**config.mk**
```make
export PLATFORM = sky130hd
export DESIGN_NAME = bsk_in_scan_flat
export DESIGN_NICKNAME = d
export VERILOG_FILES = /design/src/rtl/bsk_pkg.sv /design/src/rtl/bsk_in_scan_if.sv /design/src/rtl/bsk_in_deb.sv /design/src/rtl/bsk_in_scan.sv /design/src/flat_wrapper.sv
export SDC_FILE = /design/constraint.sdc
export NUM_CORES = 1
export LEC_CHECK = 0
export ABC_AREA = 1
export CAP_MARGIN = 20
export CORE_MARGIN = 4
export CORE_UTILIZATION = 45
export DETAILED_ROUTE_END_ITERATION = 8
export DONT_BUFFER_PORTS = 1
export PLACE_DENSITY = 0.6
export SLEW_MARGIN = 5
export SYNTH_ARGS = -nofsm -noshare
export SYNTH_HDL_FRONTEND = slang
export SYNTH_SLANG_ARGS = --single-unit
```
**constraint.sdc**
```tcl
create_clock -name clk -period 2.29 [get_ports clk]
set_input_delay 0.458 -clock clk [delete_from_list [all_inputs] [get_ports clk]]
set_output_delay 0.458 -clock clk [all_outputs]
set_load 0.005 [all_outputs]
```
**src/rtl/bsk_pkg.sv**
```systemverilog
// Shared definitions for the discrete-input scanner: bank encodings, bus width
// and the active-low bus to active-high command conversion.
package bsk_pkg;

  localparam int unsigned BUS_W = 16;

  typedef enum logic {
    BANK_PRD = 1'b0,
    BANK_PRM = 1'b1
  } bank_e;

  function automatic logic [BUS_W-1:0] bus_to_cmd(input logic [BUS_W-1:0] bus);
    return ~bus;
  endfunction

endpackage

```
**src/rtl/bsk_in_scan_if.sv**
```systemverilog
// Scanner-side signal bundle: shared input bus, buffer enables and debounced words.
interface bsk_in_scan_if;
  import bsk_pkg::*;

  logic [BUS_W-1:0] iBus;
  logic             oOePrd;
  logic             oOePrm;
  logic [BUS_W-1:0] oDataPrd;
  logic [BUS_W-1:0] oDataPrm;
  logic             oUpd;
  logic             oReady;

  modport master (
    input  iBus,
    output oOePrd,
    output oOePrm,
    output oDataPrd,
    output oDataPrm,
    output oUpd,
    output oReady
  );

  modport slave (
    output iBus,
    input  oOePrd,
    input  oOePrm,
    input  oDataPrd,
    input  oDataPrm,
    input  oUpd,
    input  oReady
  );

endinterface

```
**src/rtl/bsk_in_deb.sv**
```systemverilog
// One-bank debouncer: captures a sample, counts identical consecutive samples and
// publishes the value once it has been seen DEB_CNT times in a row.
module bsk_in_deb import bsk_pkg::*; #(
  parameter int unsigned DEB_CNT = 3
) (
  input  logic             clk,
  input  logic             iRst,
  input  logic             iSample,
  input  logic             iEval,
  input  logic [BUS_W-1:0] iData,
  output logic [BUS_W-1:0] oOut,
  output logic             oChg,
  output logic             oAcc
);

  localparam int unsigned MW = $clog2(DEB_CNT + 1);
  localparam logic [MW-1:0] DebMax = MW'(DEB_CNT);

  logic [BUS_W-1:0] r_sample;
  logic [BUS_W-1:0] r_last;
  logic [BUS_W-1:0] r_out;
  logic [MW-1:0]    r_match;

  logic [MW-1:0]    w_match_new;
  logic             w_acc;
  logic             w_chg;

  // The new 'last' is always the sample: either it already equals last or replaces it.
  always_comb begin
    w_match_new = MW'(1);
    if (r_sample == r_last) begin
      w_match_new = (r_match == DebMax) ? DebMax : r_match + 1'b1;
    end
    w_acc = iEval && (w_match_new == DebMax);
    w_chg = w_acc && (r_sample != r_out);
  end

  always_ff @(posedge clk) begin
    if (iRst) begin
      r_sample <= '0;
      r_last   <= '0;
      r_match  <= '0;
      r_out    <= '0;
    end else begin
      if (iSample) begin
        r_sample <= iData;
      end
      if (iEval) begin
        r_last  <= r_sample;
        r_match <= w_match_new;
        if (w_chg) begin
          r_out <= r_sample;
        end
      end
    end
  end

  assign oOut = r_out;
  assign oChg = w_chg;
  assign oAcc = w_acc;

endmodule

```
**src/rtl/bsk_in_scan.sv**
```systemverilog
// Multiplexed discrete-input scanner: alternates the PRD/PRM buffers on a shared
// active-low bus, samples each bank once per slot and debounces it.
module bsk_in_scan import bsk_pkg::*; #(
  parameter int unsigned CNT_MAX = 10,
  parameter int unsigned SETTLE  = 2,
  parameter int unsigned DEB_CNT = 3
) (
  input  logic         clk,
  input  logic         iRst,
  bsk_in_scan_if.master io_scan
);

  localparam int unsigned CW = $clog2(CNT_MAX);
  localparam logic [CW-1:0] CntLast = CW'(CNT_MAX - 1);
  localparam logic [CW-1:0] CntSamp = CW'(CNT_MAX - 2);

  if (CNT_MAX < SETTLE + 3) begin : g_bad_cnt_max
    $error("CNT_MAX must be at least SETTLE+3");
  end
  if (DEB_CNT < 1) begin : g_bad_deb_cnt
    $error("DEB_CNT must be at least 1");
  end

  logic [CW-1:0]    r_cnt;
  bank_e            r_bank;
  logic             r_oe_prd;
  logic             r_oe_prm;
  logic             r_upd;
  logic             r_seen_prd;
  logic             r_seen_prm;
  logic             r_ready;

  logic [CW-1:0]    w_cnt_next;
  bank_e            w_bank_next;
  logic             w_oe_next;
  logic             w_smp_prd;
  logic             w_smp_prm;
  logic             w_eval_prd;
  logic             w_eval_prm;
  logic [BUS_W-1:0] w_cmd;
  logic [BUS_W-1:0] w_out_prd;
  logic [BUS_W-1:0] w_out_prm;
  logic             w_chg_prd;
  logic             w_chg_prm;
  logic             w_acc_prd;
  logic             w_acc_prm;

  // Enables are computed from the next slot position so they come out of a flop.
  always_comb begin
    w_cnt_next  = (r_cnt == CntLast) ? '0 : r_cnt + 1'b1;
    w_bank_next = r_bank;
    if (r_cnt == CntLast) begin
      w_bank_next = (r_bank == BANK_PRD) ? BANK_PRM : BANK_PRD;
    end
    w_oe_next  = (w_cnt_next != '0) && (w_cnt_next != CntLast);
    w_smp_prd  = (r_cnt == CntSamp) && (r_bank == BANK_PRD);
    w_smp_prm  = (r_cnt == CntSamp) && (r_bank == BANK_PRM);
    w_eval_prd = (r_cnt == CntLast) && (r_bank == BANK_PRD);
    w_eval_prm = (r_cnt == CntLast) && (r_bank == BANK_PRM);
    w_cmd      = bus_to_cmd(io_scan.iBus);
  end

  always_ff @(posedge clk) begin
    if (iRst) begin
      r_cnt      <= '0;
      r_bank     <= BANK_PRD;
      r_oe_prd   <= 1'b0;
      r_oe_prm   <= 1'b0;
      r_upd      <= 1'b0;
      r_seen_prd <= 1'b0;
      r_seen_prm <= 1'b0;
      r_ready    <= 1'b0;
    end else begin
      r_cnt      <= w_cnt_next;
      r_bank     <= w_bank_next;
      r_oe_prd   <= w_oe_next && (w_bank_next == BANK_PRD);
      r_oe_prm   <= w_oe_next && (w_bank_next == BANK_PRM);
      r_upd      <= w_chg_prd | w_chg_prm;
      r_seen_prd <= r_seen_prd | w_acc_prd;
      r_seen_prm <= r_seen_prm | w_acc_prm;
      r_ready    <= r_ready | ((r_seen_prd | w_acc_prd) & (r_seen_prm | w_acc_prm));
    end
  end

  bsk_in_deb #(
    .DEB_CNT (DEB_CNT)
  ) u_deb_prd (
    .clk     (clk),
    .iRst    (iRst),
    .iSample (w_smp_prd),
    .iEval   (w_eval_prd),
    .iData   (w_cmd),
    .oOut    (w_out_prd),
    .oChg    (w_chg_prd),
    .oAcc    (w_acc_prd)
  );

  bsk_in_deb #(
    .DEB_CNT (DEB_CNT)
  ) u_deb_prm (
    .clk     (clk),
    .iRst    (iRst),
    .iSample (w_smp_prm),
    .iEval   (w_eval_prm),
    .iData   (w_cmd),
    .oOut    (w_out_prm),
    .oChg    (w_chg_prm),
    .oAcc    (w_acc_prm)
  );

  assign io_scan.oOePrd   = r_oe_prd;
  assign io_scan.oOePrm   = r_oe_prm;
  assign io_scan.oDataPrd = w_out_prd;
  assign io_scan.oDataPrm = w_out_prm;
  assign io_scan.oUpd     = r_upd;
  assign io_scan.oReady   = r_ready;

endmodule

```
**src/flat_wrapper.sv**
```systemverilog
// flat-port wrapper written by rule: the top's interface ports become plain ports
module bsk_in_scan_flat import bsk_pkg::*;
#(
  parameter int unsigned CNT_MAX = 10,
  parameter int unsigned SETTLE  = 2,
  parameter int unsigned DEB_CNT = 3
)
  (clk, iRst, io_scan_iBus, io_scan_oOePrd, io_scan_oOePrm, io_scan_oDataPrd, io_scan_oDataPrm, io_scan_oUpd, io_scan_oReady);
  bsk_in_scan_if io_scan_i ();
  input  logic clk;
  input  logic iRst;
  input wire logic [$bits(io_scan_i.iBus)-1:0] io_scan_iBus;
  output wire logic [$bits(io_scan_i.oOePrd)-1:0] io_scan_oOePrd;
  output wire logic [$bits(io_scan_i.oOePrm)-1:0] io_scan_oOePrm;
  output wire logic [$bits(io_scan_i.oDataPrd)-1:0] io_scan_oDataPrd;
  output wire logic [$bits(io_scan_i.oDataPrm)-1:0] io_scan_oDataPrm;
  output wire logic [$bits(io_scan_i.oUpd)-1:0] io_scan_oUpd;
  output wire logic [$bits(io_scan_i.oReady)-1:0] io_scan_oReady;
  assign io_scan_i.iBus = io_scan_iBus;
  assign io_scan_oOePrd = io_scan_i.oOePrd;
  assign io_scan_oOePrm = io_scan_i.oOePrm;
  assign io_scan_oDataPrd = io_scan_i.oDataPrd;
  assign io_scan_oDataPrm = io_scan_i.oDataPrm;
  assign io_scan_oUpd = io_scan_i.oUpd;
  assign io_scan_oReady = io_scan_i.oReady;
  bsk_in_scan #(.CNT_MAX(CNT_MAX), .SETTLE(SETTLE), .DEB_CNT(DEB_CNT)) u_core (.clk(clk), .iRst(iRst), .io_scan(io_scan_i));
endmodule
```
==> impl_metrics.ini <==
[synthesis]
synthCells = 754
syn_area_per_cell_sq_um = 6.92
synth_edf_count = 0
ys_seq_area_share_pct = 42.6
synth-seq-cells = 111
yosysWarnings = 0
synth-async-reset-ratio_pct = 0
synth_area_sq_mm = 0.00522
synthDistinctLibCells = 25
synthFlopType = dfxtp_1
synth.net_count = 774

[worst_setup_path]
reg2regPathDepth = 13
critPathTopFamily = simple AND/OR/NAND/NOR gates
crit_cells = 13
critical_path_peak_fanout = 8
worst_ep_arrival_time_ns = 2.33
critPathLaunchType = flop
worst_path_max_delay_cell = dfxtp_1
crit_type = flop to flop
crit_path_cell_trace = inv_1 > nor2_2 > nand2_1 > nor2_1 > ha_1 > inv_1 > a21oi_1 > buf_4 > nand4_4 > nor2_4 > buf_4 > nor2_1 > nor2_1
cp.buffers_inverters = 4
critPathMostFrequentCell = nor2_1
critPathCaptureType = flop
cp.required_ns = 2.57
slowest_delay_ns = 0.32

[clock_network]
cts_tree = built
h-tree-depth = 3
clock-sinks = 111
cts_inserted_buffers = 9
clockBufferDepth = 2
clk_pin_slew_worst_paths_ns = 0.07
holdBufCountCts = 0
clockRootBuffer = clkbuf_16
clk_latency_ns = 0.35

[pwr]
vdd.ir_drop.worst_mv = 0.336
leakagePower_nw = 2.53
power_density_mw_per_mm2 = 621
total_power_mw = 3.51

[routing]
detail_route.wirelength_um = 13100
firstDrtPassIters = 5
vias = 4534
routed_via_density = 5.07
drt_iter0_markers = 284
drc = 0
antenna_left = 0
post_drt_wl_per_cell_um = 14.6

[grt]
grt-ovfl-total = 0
grt_usage_pct = 20.6
grt_pass1_vias = 4282
grt_max_degree = 53
grt_first_pass_wirelength_um = 21600
antenna_found_initial = 0

[final_layout]
diodes = 0
nNetsFinal = 769
final_layout_size_suffix_gt1_share_pct = 9.57
synthToLayoutAreaGrowth_pct = 8.54

[worst_hold_path]
hold_class = primary input to flop
holdPathStages = 1

[run]
cap_violations = 0

[floorplanning]
die_h_um = 116
core_sq_mm = 0.0114
start_util_pct = 45.9
die_w_um = 116
row_count = 39
die-area_sq_mm = 0.0134
boundaryPins = 54

[sta]
rsz0062_at_grt = false
setup_slack_ns = 0.241
hold_violations = 0
fmax_ghz = 0.488
period_minus_slack_ns = 2.05
fin_worst_skew_ns = 0.00802
maxSlewViolCount = 0
worst_pin_slew_ns = 0.578
setup_violations = 0
maxSlewHeadroom_pct = 61.3
fin_crit_sh_pct = 89.5
finalSetupTns_ns = 0

[place]
preCtsSetupSlack_ns = 0.123
place_hpwl_um = 9520
portBuffers = 0
place.gp.congestion = 0.805

[status]
status = completed
[worst reg2reg max path, cell delays in order, from the launching register on]
cell	delay, ns
dfxtp_1	0.32
inv_1	0.06
nor2_2	0.14
nand2_1	0.09
nor2_1	0.15
ha_1	0.18
inv_1	0.06
a21oi_1	0.15
buf_4	0.15
nand4_4	0.12
nor2_4	0.20
buf_4	0.20
nor2_1	0.06
nor2_1	0.11
[worst paths after layout]
check                                      startpoint  slack (ns)                  endpoint
worst min register to register  u_core.io_scan.oReady        0.47     u_core.io_scan.oReady
worst min-delay path                             iRst        0.18         u_core.r_seen_prm
worst max-delay path                  u_core.r_cnt[3]        0.24  u_core.u_deb_prd.oOut[7]
worst max register to register        u_core.r_cnt[3]        0.24  u_core.u_deb_prd.oOut[7]
[through the flow]
stage	std cells	hold WS [ns]	cell area, sq um	utilization, %
after floorplan	754	0.436	5220	-
after global placement	879	0.437	5370	47.2
after detailed placement	879	0.455	5370	47.2
after CTS	893	0.162	5630	49.5
after global routing	895	0.163	5660	49.8
final	895	0.179	5660	49.8
[power by group]
part           leakage [nW]  internal (mW)  total [mW]  switching [mW]
registers             0.895           1.94        1.94         0.00677
logic                  1.50         0.0353       0.124          0.0890
clock network         0.132          0.785        1.45           0.662
[logic make-up after synthesis]
| family | synth area share, % |
|---|---|
| adder cells (fa/ha/maj) | 0.480 |
| flip-flops | 42.6 |
| AND/OR/NAND/NOR | 27.8 |
| XOR/XNOR | 4.87 |
| buffers and inverters | 10.6 |
| AO/OA/AOI/OAI | 13.7 |
[Yosys cell counts (2+ instances only)]
cell / instances / share of area [%]
ha_1: 2 / 0.48
o21a_1: 2 / 0.29
a21oi_1: 70 / 6.7
dfxtp_1: 111 / 43
o21ai_0: 67 / 6.4
buf_2: 2 / 0.19
nand4_4: 2 / 0.82
nand3_1: 5 / 0.48
nand2_1: 167 / 12
inv_2: 28 / 2.0
xor2_1: 27 / 4.5
nor2_4: 8 / 1.7
nand3_2: 2 / 0.38
buf_1: 3 / 0.22
inv_1: 76 / 5.5
clkbuf_1: 24 / 1.7
nor2_1: 115 / 8.3
buf_6: 4 / 0.86
nand4_1: 32 / 3.8
xnor2_1: 2 / 0.34
[sequential cells by signal (all words and copies together) (netlist names), 2 cells and up]
name,cells
u_core.u_deb_prm.r_last,16
u_core.u_deb_prd.r_last,16
u_core.u_deb_prd.oOut,16
u_core.r_cnt,4
u_core.u_deb_prm.r_match,2
u_core.u_deb_prm.r_sample,16
u_core.u_deb_prd.r_match,2
u_core.u_deb_prd.r_sample,16
u_core.u_deb_prm.oOut,16
[metal layers]
layer | share of wire [%] | track usage (%)
met4 | 1.5 | 6.88
met1 | 48 | 28.3
met3 | 7.1 | 4.96
met5 | 0 | 0
met2 | 44 | 32.1
[cell usage in the layout, fill, tap and decap left out]
cell       instances
a21boi_0           1
a21oi_1           70
buf_12             2
buf_4             16
clkbuf_1           2
clkbuf_16          9
clkbuf_8           2
clkinv_2           1
dfxtp_1          111
ha_1               2
inv_1             75
inv_2             29
nand2_1          167
nand3_1            5
nand3_2            2
nand3b_1           1
nand4_1           32
nand4_4            2
nor2_1           114
nor2_2             1
nor2_4             8
nor3_1             1
o21a_1             2
o21ai_0           67
o21bai_1           1
xnor2_1            2
xor2_1            27
[what timing repair did]
action,4_1_cts,5_1_grt
setup buffers,0,2
setup endpoints to repair,0,27
gates resized for setup,0,1
[area by class of cell]
cell class              count  area (sq um)
clock buffers              13           260
well taps                 143           179
multi-input cells         505          2450
fillers                  1155          5710
repair buffers             18           160
flip-flops and latches    111          2220
clock inverters             1          5.00
inverters                 104           390
(Power assumes the default switching activity.)
